File: src/rtl/spk_tone_decoder_if.sv
`timescale 1ns/1ps
// Event port of spk_tone_decoder: one (period, duration) event per
// valid/ready handshake. The decoder drives through the master modport.
interface spk_tone_decoder_if #(
    parameter int PW    = 8,
    parameter int DUR_W = 16
);
    logic             evt_valid;
    logic             evt_ready;
    logic [PW-1:0]    evt_period;
    logic [DUR_W-1:0] evt_duration;

    modport master (
        output evt_valid,
        output evt_period,
        output evt_duration,
        input  evt_ready
    );

    modport slave (
        input  evt_valid,
        input  evt_period,
        input  evt_duration,
        output evt_ready
    );
endinterface

File: src/rtl/spk_tone_decoder.sv
`timescale 1ns/1ps
// spk_tone_decoder: measures half-periods of the 2-bit speaker stream,
// locks onto stable tones and emits one (period, duration) event per tone.
// Optional silence reporting is compiled in with TONE_DEC_SILENCE_EN.
module spk_tone_decoder #(
    parameter int MAX_COUNT = 255,
    parameter int STABLE_N  = 2,
    parameter int TOL       = 1,
    parameter int DUR_W     = 16,
    localparam int PW       = $clog2(MAX_COUNT + 1)
) (
    input  logic                clk,
    input  logic                rst,
    input  logic [1:0]          speaker,
    spk_tone_decoder_if.master  evt,
    output logic                overflow
);

    typedef enum logic [1:0] {S_IDLE, S_ACQUIRE, S_LOCKED} state_t;

    localparam logic [PW-1:0]    MAX_V    = PW'(MAX_COUNT);
    localparam logic [PW-1:0]    MAX_M1_V = PW'(MAX_COUNT - 1);
    localparam logic [PW-1:0]    TOL_V    = PW'(TOL);
    localparam logic [DUR_W-1:0] STABLE_V = DUR_W'(STABLE_N);

    logic [1:0]       spk_r_q, spk_r_d, spk_rr_q, spk_rr_d;
    logic [PW-1:0]    hp_cnt_q, hp_cnt_d;
    state_t           state_q, state_d;
    logic [PW-1:0]    cand_q, cand_d;
    // Match count while acquiring, held duration once locked.
    logic [DUR_W-1:0] cnt_q, cnt_d;
    logic             evt_valid_q, evt_valid_d;
    logic [PW-1:0]    evt_period_q, evt_period_d;
    logic [DUR_W-1:0] evt_duration_q, evt_duration_d;
    logic             overflow_q, overflow_d;
`ifdef TONE_DEC_SILENCE_EN
    logic [DUR_W-1:0] sil_q, sil_d;
    logic [PW-1:0]    sil_tick_q, sil_tick_d;
`endif

    logic             edge_det, timeout, is_match, accept, emit;
    logic [PW-1:0]    diff, emit_period;
    logic [DUR_W-1:0] emit_dur;

    // Input pipeline, edge detection and half-period counter.
    always_comb begin
        spk_r_d  = speaker;
        spk_rr_d = spk_r_q;
        edge_det = (spk_r_q != spk_rr_q);
        if (edge_det) begin
            hp_cnt_d = PW'(1);
        end else if (hp_cnt_q != MAX_V) begin
            hp_cnt_d = hp_cnt_q + PW'(1);
        end else begin
            hp_cnt_d = hp_cnt_q;
        end
        // Single cycle in which the counter steps onto MAX_COUNT.
        timeout  = !edge_det && (hp_cnt_q == MAX_M1_V);
        diff     = (hp_cnt_q > cand_q) ? (hp_cnt_q - cand_q) : (cand_q - hp_cnt_q);
        is_match = (diff <= TOL_V);
    end

    // Tone tracking FSM: next state, candidate, counters and emit request.
    always_comb begin
        state_d     = state_q;
        cand_d      = cand_q;
        cnt_d       = cnt_q;
        emit        = 1'b0;
        emit_period = cand_q;
        emit_dur    = cnt_q;
`ifdef TONE_DEC_SILENCE_EN
        sil_d       = sil_q;
        sil_tick_d  = sil_tick_q;
`endif
        case (state_q)
            S_IDLE: begin
                if (edge_det) begin
                    state_d = S_ACQUIRE;
                    cnt_d   = '0;
`ifdef TONE_DEC_SILENCE_EN
                    if (sil_q != '0) begin
                        emit        = 1'b1;
                        emit_period = '0;
                        emit_dur    = sil_q;
                    end
                    sil_d      = '0;
                    sil_tick_d = '0;
`endif
                end
`ifdef TONE_DEC_SILENCE_EN
                else if (sil_q != '0) begin
                    if (sil_tick_q == MAX_M1_V) begin
                        sil_tick_d = '0;
                        if (sil_q != '1) begin
                            sil_d = sil_q + DUR_W'(1);
                        end
                    end else begin
                        sil_tick_d = sil_tick_q + PW'(1);
                    end
                end
`endif
            end
            S_ACQUIRE: begin
                if (edge_det) begin
                    if ((cnt_q != '0) && is_match) begin
                        cnt_d = cnt_q + DUR_W'(1);
                        if ((cnt_q + DUR_W'(1)) >= STABLE_V) begin
                            state_d = S_LOCKED;
                        end
                    end else begin
                        cand_d = hp_cnt_q;
                        cnt_d  = DUR_W'(1);
                    end
                end else if (timeout) begin
                    state_d = S_IDLE;
                    cnt_d   = '0;
                end
            end
            S_LOCKED: begin
                if (edge_det) begin
                    if (is_match) begin
                        if (cnt_q != '1) begin
                            cnt_d = cnt_q + DUR_W'(1);
                        end
                    end else begin
                        emit    = 1'b1;
                        state_d = S_ACQUIRE;
                        cand_d  = hp_cnt_q;
                        cnt_d   = DUR_W'(1);
                    end
                end else if (timeout) begin
                    emit    = 1'b1;
                    state_d = S_IDLE;
                    cnt_d   = '0;
`ifdef TONE_DEC_SILENCE_EN
                    sil_d      = DUR_W'(1);
                    sil_tick_d = '0;
`endif
                end
            end
            default: begin
                state_d = S_IDLE;
            end
        endcase
    end

    // Single-entry output register with sticky overflow on dropped events.
    always_comb begin
        evt_valid_d    = evt_valid_q;
        evt_period_d   = evt_period_q;
        evt_duration_d = evt_duration_q;
        overflow_d     = overflow_q;
        accept         = evt_valid_q && evt.evt_ready;
        if (accept) begin
            evt_valid_d = 1'b0;
        end
        if (emit) begin
            if (!evt_valid_q || accept) begin
                evt_valid_d    = 1'b1;
                evt_period_d   = emit_period;
                evt_duration_d = emit_dur;
            end else begin
                overflow_d = 1'b1;
            end
        end
    end

    // State registers with synchronous reset.
    always_ff @(posedge clk) begin
        if (rst) begin
            spk_r_q        <= '0;
            spk_rr_q       <= '0;
            hp_cnt_q       <= MAX_V;
            state_q        <= S_IDLE;
            cand_q         <= '0;
            cnt_q          <= '0;
            evt_valid_q    <= 1'b0;
            evt_period_q   <= '0;
            evt_duration_q <= '0;
            overflow_q     <= 1'b0;
`ifdef TONE_DEC_SILENCE_EN
            sil_q          <= '0;
            sil_tick_q     <= '0;
`endif
        end else begin
            spk_r_q        <= spk_r_d;
            spk_rr_q       <= spk_rr_d;
            hp_cnt_q       <= hp_cnt_d;
            state_q        <= state_d;
            cand_q         <= cand_d;
            cnt_q          <= cnt_d;
            evt_valid_q    <= evt_valid_d;
            evt_period_q   <= evt_period_d;
            evt_duration_q <= evt_duration_d;
            overflow_q     <= overflow_d;
`ifdef TONE_DEC_SILENCE_EN
            sil_q          <= sil_d;
            sil_tick_q     <= sil_tick_d;
`endif
        end
    end

    assign evt.evt_valid    = evt_valid_q;
    assign evt.evt_period   = evt_period_q;
    assign evt.evt_duration = evt_duration_q;
    assign overflow         = overflow_q;

endmodule

File: src/flat_wrapper.sv
// flat-port wrapper written by rule: the top's interface ports become plain ports
module spk_tone_decoder_flat 
#(
    parameter int MAX_COUNT = 255,
    parameter int STABLE_N  = 2,
    parameter int TOL       = 1,
    parameter int DUR_W     = 16,
    localparam int PW       = $clog2(MAX_COUNT + 1)
)
  (clk, rst, speaker, overflow, evt_evt_valid, evt_evt_period, evt_evt_duration, evt_evt_ready);
  spk_tone_decoder_if #(.PW(8), .DUR_W(DUR_W)) evt_i ();
  input  logic clk;
  input  logic rst;
  input  logic [1:0] speaker;
  output logic overflow;
  output wire logic [$bits(evt_i.evt_valid)-1:0] evt_evt_valid;
  output wire logic [$bits(evt_i.evt_period)-1:0] evt_evt_period;
  output wire logic [$bits(evt_i.evt_duration)-1:0] evt_evt_duration;
  input wire logic [$bits(evt_i.evt_ready)-1:0] evt_evt_ready;
  assign evt_evt_valid = evt_i.evt_valid;
  assign evt_evt_period = evt_i.evt_period;
  assign evt_evt_duration = evt_i.evt_duration;
  assign evt_i.evt_ready = evt_evt_ready;
  spk_tone_decoder #(.MAX_COUNT(MAX_COUNT), .STABLE_N(STABLE_N), .TOL(TOL), .DUR_W(DUR_W)) u_core (.clk(clk), .rst(rst), .speaker(speaker), .evt(evt_i), .overflow(overflow));
endmodule
File: config.mk
export PLATFORM = sky130hd
export DESIGN_NAME = spk_tone_decoder_flat
export DESIGN_NICKNAME = d
export VERILOG_FILES = /design/src/rtl/spk_tone_decoder_if.sv /design/src/rtl/spk_tone_decoder.sv /design/src/flat_wrapper.sv
export SDC_FILE = /design/constraint.sdc
export NUM_CORES = 1
export LEC_CHECK = 0
export CORE_MARGIN = 2
export CORE_UTILIZATION = 30
export CTS_CLUSTER_DIAMETER = 30
export CTS_CLUSTER_SIZE = 25
export DETAILED_ROUTE_END_ITERATION = 7
export GPL_ROUTABILITY_DRIVEN = 0
export HOLD_SLACK_MARGIN = 0.1
export PLACE_DENSITY = 0.46
export SLEW_MARGIN = 10
export SYNTH_ARGS = -nofsm -noshare
export SYNTH_HDL_FRONTEND = slang
export SYNTH_SLANG_ARGS = --single-unit
File: constraint.sdc
create_clock -name clk -period 6.5 [get_ports clk]
set_input_delay 0.65 -clock clk [delete_from_list [all_inputs] [get_ports clk]]
set_output_delay 0.65 -clock clk [all_outputs]
set_load 0.01 [all_outputs]
# [Word level (Yosys, flattened, before mapping)]
# Index checks and enable logic that the tools add are counted.
[word_totals] inputBits=5 wordCells=82 out_inout_bits=26 register_bits=64
[op_classes] n_mux=31 n_eq_ne=15 bitwise_logic=1 n_lt_le_gt_ge=3 n_addsub=4 reduce_logical=17
[ops] op="16-bit 2-to-1 mux" count=7
[ops] op="8-bit 2-to-1 mux" count=7
[ops] op="16-bit case mux with 3 select lines" count=1
[ops] op="16-bit by 1-bit adder with 16-bit output, second input constant" count=1
[ops] op="16-bit by 2-bit greater-or-equal comparator with 1-bit output, second input constant" count=1
[ops] op="16-bit != test, second input constant" count=1
[ops] op="8-bit case mux with 2 select lines" count=1
[ops] op="16-bit nonzero test" count=1
[ops] op="8-bit subtractor" count=2
[ops] op="2-bit 2-to-1 mux" count=7
[ops] op="3-bit != test, second input constant" count=3
[ops] op="8-bit by 1-bit adder with 8-bit output, second input constant" count=1
[ops] op="8-bit == test, second input constant" count=1
[ops] op="8-bit > comparator" count=1
[ops] op="8-bit by 1-bit <= comparator with 1-bit output, second input constant" count=1
[ops] op="8-bit != test, second input constant" count=1
[ops] op="1-bit 2-to-1 mux" count=7
[ops] op="2-bit by 1-bit != test with 1-bit output, second input constant" count=3
[ops] op="2-bit case mux with 3 select lines" count=1
[ops] op="5-bit AND reduction" count=1
[ops] op="2-bit != test, second input constant" count=2
[ops] op="4-bit != test, second input constant" count=1
[ops] op="2-bit AND reduction" count=2
[ops] op="4-bit AND reduction" count=1
[ops] op="12 further kinds" count=16

# [Longest topological paths before layout]
# Gate-level depths: netlist of run 1.
[logic_depth] depth_word=7 ltp_mapped=15 depth_no_buf=13

# [Worst setup path after synthesis of run 1]
# Ideal clock, no wire load.
[synth_path] kind="register -> register" start="register u_core.hp_cnt_q[0]" end="register u_core.cnt_q[7]" setup_time_ns=0.079 setup_slack_ns=3.074 path_buffers=1 path_stages_with_launch=15 period_less_slack_ns=3.426 arrival_ns=3.347 required_time_ns=6.421 path_cell_list="dfxtp_1 > inv_1 > ha_1 > inv_1 > fa_1 > xor2_1 > a211oi_1 > o221ai_1 > or4_1 > nor4_4 > o31ai_1 > a311o_1 > buf_2 > or3_1 > o211ai_1"
[synth_between] elab_chain_len=7 word_cells_on_any_way=16 cone_classes="2 x add/sub; 2 x order compare; 2 x eq/ne; 7 x mux; 3 x reduce/logical"
[synth_rtl] item="from (decl)" line="spk_tone_decoder.sv:27" rtl="logic [PW-1:0] hp_cnt_q, hp_cnt_d;"
[synth_rtl] item="from (signal assigned)" line="spk_tone_decoder.sv:188" rtl="hp_cnt_q <= hp_cnt_d;"
[synth_rtl] item="8-bit subtractor or 8-bit > comparator (tied branches)" line="spk_tone_decoder.sv:59" rtl="diff = (hp_cnt_q > cand_q) ? (hp_cnt_q - cand_q) : (cand_q - hp_cnt_q);"
[synth_rtl] item="8-bit 2-to-1 mux" line="spk_tone_decoder.sv:59"
[synth_rtl] item="8-bit by 1-bit <= comparator with 1-bit output" line="spk_tone_decoder.sv:60" rtl="is_match = (diff <= TOL_V);"
[synth_rtl] item="1-bit logical AND" line="spk_tone_decoder.sv:105" rtl="if ((cnt_q != '0) && is_match) begin"
[synth_rtl] item="16-bit 2-to-1 mux" line="spk_tone_decoder.sv:105"
[synth_rtl] item="16-bit 2-to-1 mux" line="spk_tone_decoder.sv:104" rtl="if (edge_det) begin"
[synth_rtl] item="16-bit case mux with 3 select lines" line="spk_tone_decoder.sv:75" rtl="case (state_q)"
[synth_rtl] item="to (signal assigned)" line="spk_tone_decoder.sv:191" rtl="cnt_q <= cnt_d;"
[synth_rtl] item="to (decl)" line="spk_tone_decoder.sv:31" rtl="logic [DUR_W-1:0] cnt_q, cnt_d;"
# Parallel ways exist; a longest one is shown, timed or not.
# A chain may end at the register's enable or synchronous reset.

# [Final worst setup path of run 1]
[layout_path] start="register u_core.hp_cnt_q[0]" end="register u_core.evt_period_q[5], in the netlist u_core.evt.evt_period[5]"
[layout_between] elab_chain_len=7 word_cells_on_any_way=12 cone_classes="2 x add/sub; 2 x order compare; 1 x eq/ne; 5 x mux; 2 x reduce/logical"
[layout_rtl] item="8-bit subtractor or 8-bit > comparator (tied branches)" line="spk_tone_decoder.sv:59"
[layout_rtl] item="8-bit 2-to-1 mux" line="spk_tone_decoder.sv:59"
[layout_rtl] item="8-bit by 1-bit <= comparator with 1-bit output" line="spk_tone_decoder.sv:60"
[layout_rtl] item="1-bit 2-to-1 mux" line="spk_tone_decoder.sv:121" rtl="if (is_match) begin"
[layout_rtl] item="1-bit 2-to-1 mux (*)" line="spk_tone_decoder.sv:120" rtl="if (edge_det) begin"
[layout_rtl] item="1-bit 2-to-1 mux (*)" line="spk_tone_decoder.sv:75"
[layout_rtl] item="2-bit AND reduction (no source line) (*)"
[layout_rtl] item="to (signal assigned)" line="spk_tone_decoder.sv:193" rtl="evt_period_q <= evt_period_d;"
[layout_rtl] item="to (decl)" line="spk_tone_decoder.sv:33" rtl="logic [PW-1:0] evt_period_q, evt_period_d;"
# Every way passes the cells marked *; elsewhere a longest branch is shown, timed or not.

==> run metrics, run 1 <==
outcome finished clean; Buffers on Ports 30; worst setup path end u_core.evt.evt_period[5]; layout cell share with drive strength beyond 1 0.0706; yosys warns 0; HPWL Detailed about 7000 µm; DRT Wirelength slightly above 10,000 µm; pin count of the biggest net entering global routing 65; post-synthesis sequential area ratio 0.324; initial antenna violation count 0; Least-Margin Pin Slew roughly 1200 ps; mapped cell area 3960 µm²; Startpoint Class flip-flop; leakage dissipation a little under 2 nW; global-route wire length before repair around 17,000 µm; mux cell area share after synthesis 0.0888; fin crit period ~4400 ps; Antenna Nets Post-Route 0; Post-Synth Simple-Gate Area 0.220; Pint about 920 µW; ANT cells 0; final hold vios 0; clk root buf clkbuf_16; hold buffers post-CTS 0; drt first-iter violations between 200 and 250; Placement Rows 41; vias in the first global route approximately 3,400; Clock transition at path regs about 60 ps; crit path DAT approximately 4600 ps; Hold Path Class reg -> reg; Initial Util 0.310; worst reg2reg setup slack about 2100 ps; final setup fails 0; post_cts resized 0; average wire per standard cell 15.2 µm; post-synthesis adder-cell area fraction 0.0860; Clock Skew approximately 4.5 ps; Top Ports 31; crit path from u_core.hp_cnt_q[0]; via/cell ratio approximately 5.2; main flop type after synthesis dfxtp_1; number of clock sinks 64; Worst Setup Slack, final about 2100 ps; commonest non-fill, non-tap cells in the layout 64 x dfxtp_1, 62 x nor2_1, 35 x nand2_1; core area roughly 13,000 µm²; Cell variety after synth between 60 and 70; CTS H-tree lvls 3; drt pass-1 iters 4; Hold Path Depth 1; Die H about 120 µm; Mapped Nets 512; Max Fanout on Critical Path 24; GRT Total Usage 0.148; Max clock buf depth 2; Area growth, synth to finish 17.6%; Sw Ratio 0.340; share of flip-flops with an asynchronous set or reset 0; Clock Latency Late Sink around 330 ps; sequential share of power 0.328; number of flops mapped to enable cells by yosys 0; Crit path required time around 6700 ps; die area roughly 14,000 µm²; via count ~3,500; post-CTS setup buffers 0; Reg2Reg Launch Point u_core.hp_cnt_q[0]; Net Switching between 400 and 500 µW; largest family of logic cells by synthesized area simple AND/OR/NAND/NOR gates; Clk network pwr share 0.382; worst-case vdd ir drop ~0.12 mV; Final period util 0.674; CP endpoint kind flip-flop; unrepaired setup endpoints after global routing no; total CTS buffers 9; FILL cells roughly 1,300; DR DRC count 0; Rel. slew slack 0.215; total gr overflow 0; worst r2r dst u_core.evt.evt_period[5]; crit path kind reg -> reg; Avg Inst Size Synth 8.23 µm²; nets about 520; R2R cell count 13; Syn Inst Count 481; CTS tree yes; Gate power share 0.290; Die X 119 µm; Post-Place Setup Slack around 2100 ps; commonest non-fill, non-tap cell in the layout dfxtp_1; Yosys reg bits 64; Compound-Gate Fraction of Synth Area 0.178; max-cap violations 0; PwrDens ~300 nW/µm²; Slew Limit Fails 0; f_max about 230 MHz; Total Neg Setup Slack 0 ps; XOR/XNOR Fraction of Synth Area 0.0332
-- flip-flops by register name, summed over array words and instances (netlist names) --
name and flops:
u_core.state_q 2, u_core.evt.evt_valid 1, u_core.spk_r_q 2, u_core.spk_rr_q 2, u_core.cand_q 8, u_core.hp_cnt_q 8
u_core.cnt_q 16, u_core.evt.evt_period 8, u_core.overflow 1, u_core.evt.evt_duration 16
-- how the worst min path moves through the flow --
stage	from	end
floorplan	u_core.spk_r_q[0]	u_core.spk_rr_q[0]
global placement	u_core.spk_r_q[0]	u_core.spk_rr_q[0]
detailed placement	u_core.spk_r_q[0]	u_core.spk_rr_q[0]
CTS	u_core.spk_r_q[1]	u_core.spk_rr_q[1]
global route	u_core.spk_r_q[0]	u_core.spk_rr_q[0]
finish	u_core.spk_r_q[1]	u_core.spk_rr_q[1]
-- critical path: stages, from the launching register on --
cell      delay [ps]
dfxtp_1          370
inv_1            140
ha_1             210
inv_1             80
fa_1             420
xor2_1           180
a211oi_1         220
o221ai_1         140
or4_1            580
nor4_4           380
nor3_1           180
o211ai_4         990
mux2i_1          280
nor2_1            60
-- stage by stage --
stage	cells	instance area, µm²	utilization	power (mW)	hold slack, ps
final	668	4660	0.364	1.40	476
after global routing	668	4660	0.364	1.48	487
after CTS	668	4660	0.364	1.41	481
after detailed placement	652	4330	0.339	0.872	472
after global placement	652	4330	0.339	0.870	468
after floorplan	481	3960	-	0.778	459
-- kinds of logic (layout without fill, tap and decap cells) --
kind of cell | count (synthesis) | count (layout)
adder cells (fa/ha/maj) | 26 | 26
multiplexers | 35 | 35
AO/OA/AOI/OAI | 101 | 101
XOR/XNOR | 15 | 15
flip-flops | 64 | 64
AND/OR/NAND/NOR | 176 | 176
buffers and inverters | 64 | 79
-- power groups by stage --
stage	clock, mW	sequential [mW]	combinational [mW]
final	0.533	0.458	0.405
after global routing	0.561	0.463	0.452
after CTS	0.546	0.459	0.407
after detailed placement	0	0.468	0.404
after global placement	0	0.467	0.403
after floorplan	0	0.451	0.328
-- layer usage --
| layer | GRT usage | up-vias | wire length (µm) |
|---|---|---|---|
| li1 | - | 1719 | - |
| met1 | 0.179 | 1682 | 4600 |
| met2 | 0.253 | 57 | 5030 |
| met3 | 0.0330 | 16 | 338 |
| met4 | 0.0588 | 0 | 210 |
| met5 | 0 | - | 0 |
-- synthesized netlist by cell type, types with 4 or more instances --
master,number,area share
o21ai_0,15,0.019
buf_2,9,0.011
a21o_1,10,0.019
nor4_1,4,0.0063
xnor2_1,9,0.020
nand2_1,35,0.033
or3_1,10,0.016
ha_1,24,0.076
a21oi_1,23,0.029
mux2i_1,34,0.086
nand3_1,10,0.013
or4_1,4,0.0076
a211oi_1,5,0.0095
and3_1,6,0.0095
nand4_1,11,0.017
nor2_1,62,0.059
xor2_1,6,0.013
nor2b_1,6,0.0095
o211ai_1,5,0.0095
inv_1,32,0.030
dfxtp_1,64,0.32
nor3_1,13,0.016
a31oi_1,7,0.011
clkbuf_1,18,0.017
-- final cells by class --
| type | count | area [µm²] | area share |
|---|---|---|---|
| clock buffers | 9 | 225 | 0.0484 |
| multi-input cells | 353 | 2410 | 0.517 |
| inverters | 32 | 120 | 0.0258 |
| flip-flops and latches | 64 | 1280 | 0.275 |
| well taps | 172 | 215 | 0.0462 |
| repair buffers | 31 | 303 | 0.0650 |
| clock inverters | 7 | 103 | 0.0220 |
No activity file was read; power rests on OpenSTA's default activity.
==> run 2, diff against run 1 <==
- clock period: 6.5 -> 4.4 ns (I/O delays scaled with it)
==> run 2 against run 1 <==
Net effect: via count down 2.0%; die area did not move; fmax up 13%; clock skew grew 1.3 ps; critical path type unchanged.
==> run metrics, run 2 (synthesis results as in run 1) <==
total gr overflow 0; f_max about 260 MHz; HPWL Detailed ~7000 µm; final hold vios 0; Clock Skew between 5 and 6 ps; final hold slack 476 ps; post_cts resized 0; Hold Path Class reg -> reg; Hold Path End u_core.spk_rr_q[0]; FF/Latch Area between 1000 and 1500 µm²; worst-case vdd ir drop between 0.15 and 0.2 mV; Stages on worst setup path 14; dpl cells roughly 660; initial antenna violation count 0; Clk network pwr share 0.375; worst hold start u_core.spk_r_q[0]; Multi-input gate area between 2000 and 2500 µm²; CP Buf/Inv Count 3; number of clock sinks 64; Die X around 120 µm; average wire per standard cell 14.4 µm; Least-Margin Pin Slew a little over 700 ps; Reg2Reg Launch Point u_core.hp_cnt_q[0]; Clock transition at path regs about 60 ps; hold buffers post-CTS 0; met3 WL roughly 260 µm; commonest non-fill, non-tap cell in the layout dfxtp_1; worst-path cell chain inv_1 -> ha_1 -> inv_1 -> fa_1 -> xor2_1 -> a211oi_1 -> o221ai_1 -> or4_1 -> nor4_4 -> nor3_1 -> o211ai_4 -> buf_4 -> mux2i_1 -> nor2_1; Clock Latency Late Sink roughly 320 ps; unrepaired setup endpoints after global routing no; max-cap violations 0; Startpoint Class flip-flop; Sw Ratio 0.331; Initial Util 0.310; wl on met1 4620 µm; total CTS buffers 9; R2R cell count 14; GRT Total Usage 0.139; drt pass-1 iters 4; post-layout power slightly above 2 mW; DP Area ~4400 µm²; Buffers on Ports 30; Net Switching 674 µW; DR DRC count 0; Total Neg Setup Slack 0 ps; leakage dissipation ~2 nW; wire length on met2 ~4700 µm; Placement Rows between 40 and 50; FILL cells about 1,300; CTS tree yes; drt first-iter violations roughly 230; layout cell share with drive strength beyond 1 0.0798; global-route wire length before repair around 16,000 µm; Rel. slew slack 0.526; Pint between 1 and 1.5 mW; CTS H-tree lvls 3; Final period util 0.881; worst r2r dst u_core.evt.evt_duration[3]; commonest non-fill, non-tap cells in the layout 64 x dfxtp_1, 62 x nor2_1, 35 x nand2_1; final setup fails 0; Area growth, synth to finish 18.4%; outcome finished clean; Max Fanout on Critical Path 24; Crit path required time 4580 ps; crit path kind reg -> reg; vias in the first global route between 3,000 and 4,000; Non-Filler Instances slightly below 700; CP endpoint kind flip-flop; worst reg2reg setup slack between 500 and 600 ps; pin count of the biggest net entering global routing 64; via count about 3,400; Slew Limit Fails 0; via/cell ratio between 5 and 6; core area 12,800 µm²; Max clock buf depth 2; Gate power share 0.290; PwrDens 434 nW/µm²; Antenna Nets Post-Route 0; Die H 119 µm; CP peak stage delay around 570 ps; Slowest-stage cell, CP or4_1; post-CTS setup buffers 0; ANT cells 0; clk root buf clkbuf_16; die area around 14,000 µm²; Top Metal Used met4; Final Cell Area roughly 4700 µm²; Crit path max-delay family simple AND/OR/NAND/NOR gates; fin crit period roughly 3900 ps; sequential share of power 0.334; CP most frequent cell inv_1; Hold Path Depth 1; Top Ports 31; DRT Wirelength just under 10,000 µm; nets 527; crit path DAT roughly 4000 ps
[run 2: cell types whose count changed in the layout (fill, tap and decap cells not counted), sizes merged]
cell and delta:
buf +5, clkinv +1, clkinvlp +2, inv -3
[run 2: worst max path at each step]
stage                  startpoint                     endpoint  slack, ps
4_1_cts        u_core.hp_cnt_q[0]   u_core.evt.evt_duration[3]        490
5_1_grt        u_core.hp_cnt_q[0]  u_core.evt.evt_duration[14]        200
3_3_place_gp   u_core.hp_cnt_q[0]   u_core.evt.evt_duration[9]        630
6_report       u_core.hp_cnt_q[0]   u_core.evt.evt_duration[3]        530
2_1_floorplan  u_core.hp_cnt_q[0]              u_core.cnt_q[7]        970
3_5_place_dp   u_core.hp_cnt_q[0]   u_core.evt.evt_duration[3]        520
[run 2: layout make-up]
cell class	count	share of cell area
Clock inverter	7	0.0206
Inverter	32	0.0256
Clock buffer	9	0.0481
Multi-Input combinational cell	353	0.514
Timing Repair Buffer	36	0.0726
Tap cell	172	0.0459
Sequential cell	64	0.273
[run 2: metrics by stage]
step / setup WS [ps] / utilization
final: 526 / 0.367
after global routing: 202 / 0.367
after CTS: 491 / 0.367
after detailed placement: 521 / 0.342
after global placement: 631 / 0.342
after floorplan: 974 / -
[run 2: power by group through the flow]
stage,Combinational [mW],Sequential [mW],Clock [mW]
2_1_floorplan,0.484,0.666,0
3_3_place_gp,0.590,0.692,0
3_5_place_dp,0.586,0.693,0
4_1_cts,0.592,0.680,0.779
5_1_grt,0.662,0.686,0.804
6_report,0.590,0.679,0.763
[run 2: routing by layer]
| metal | vias to the layer above | global-route usage |
|---|---|---|
| met3 | 4 | 0.0321 |
| met2 | 47 | 0.238 |
| met4 | 0 | 0.0320 |
| met5 | - | 0 |
| li1 | 1737 | - |
| met1 | 1616 | 0.179 |
==> run 3, diff against run 2 <==
- CAP_MARGIN: not set -> 20
==> results of run 3 <==
Same layout as run 2: the final DEF is identical, and so are final timing and power.
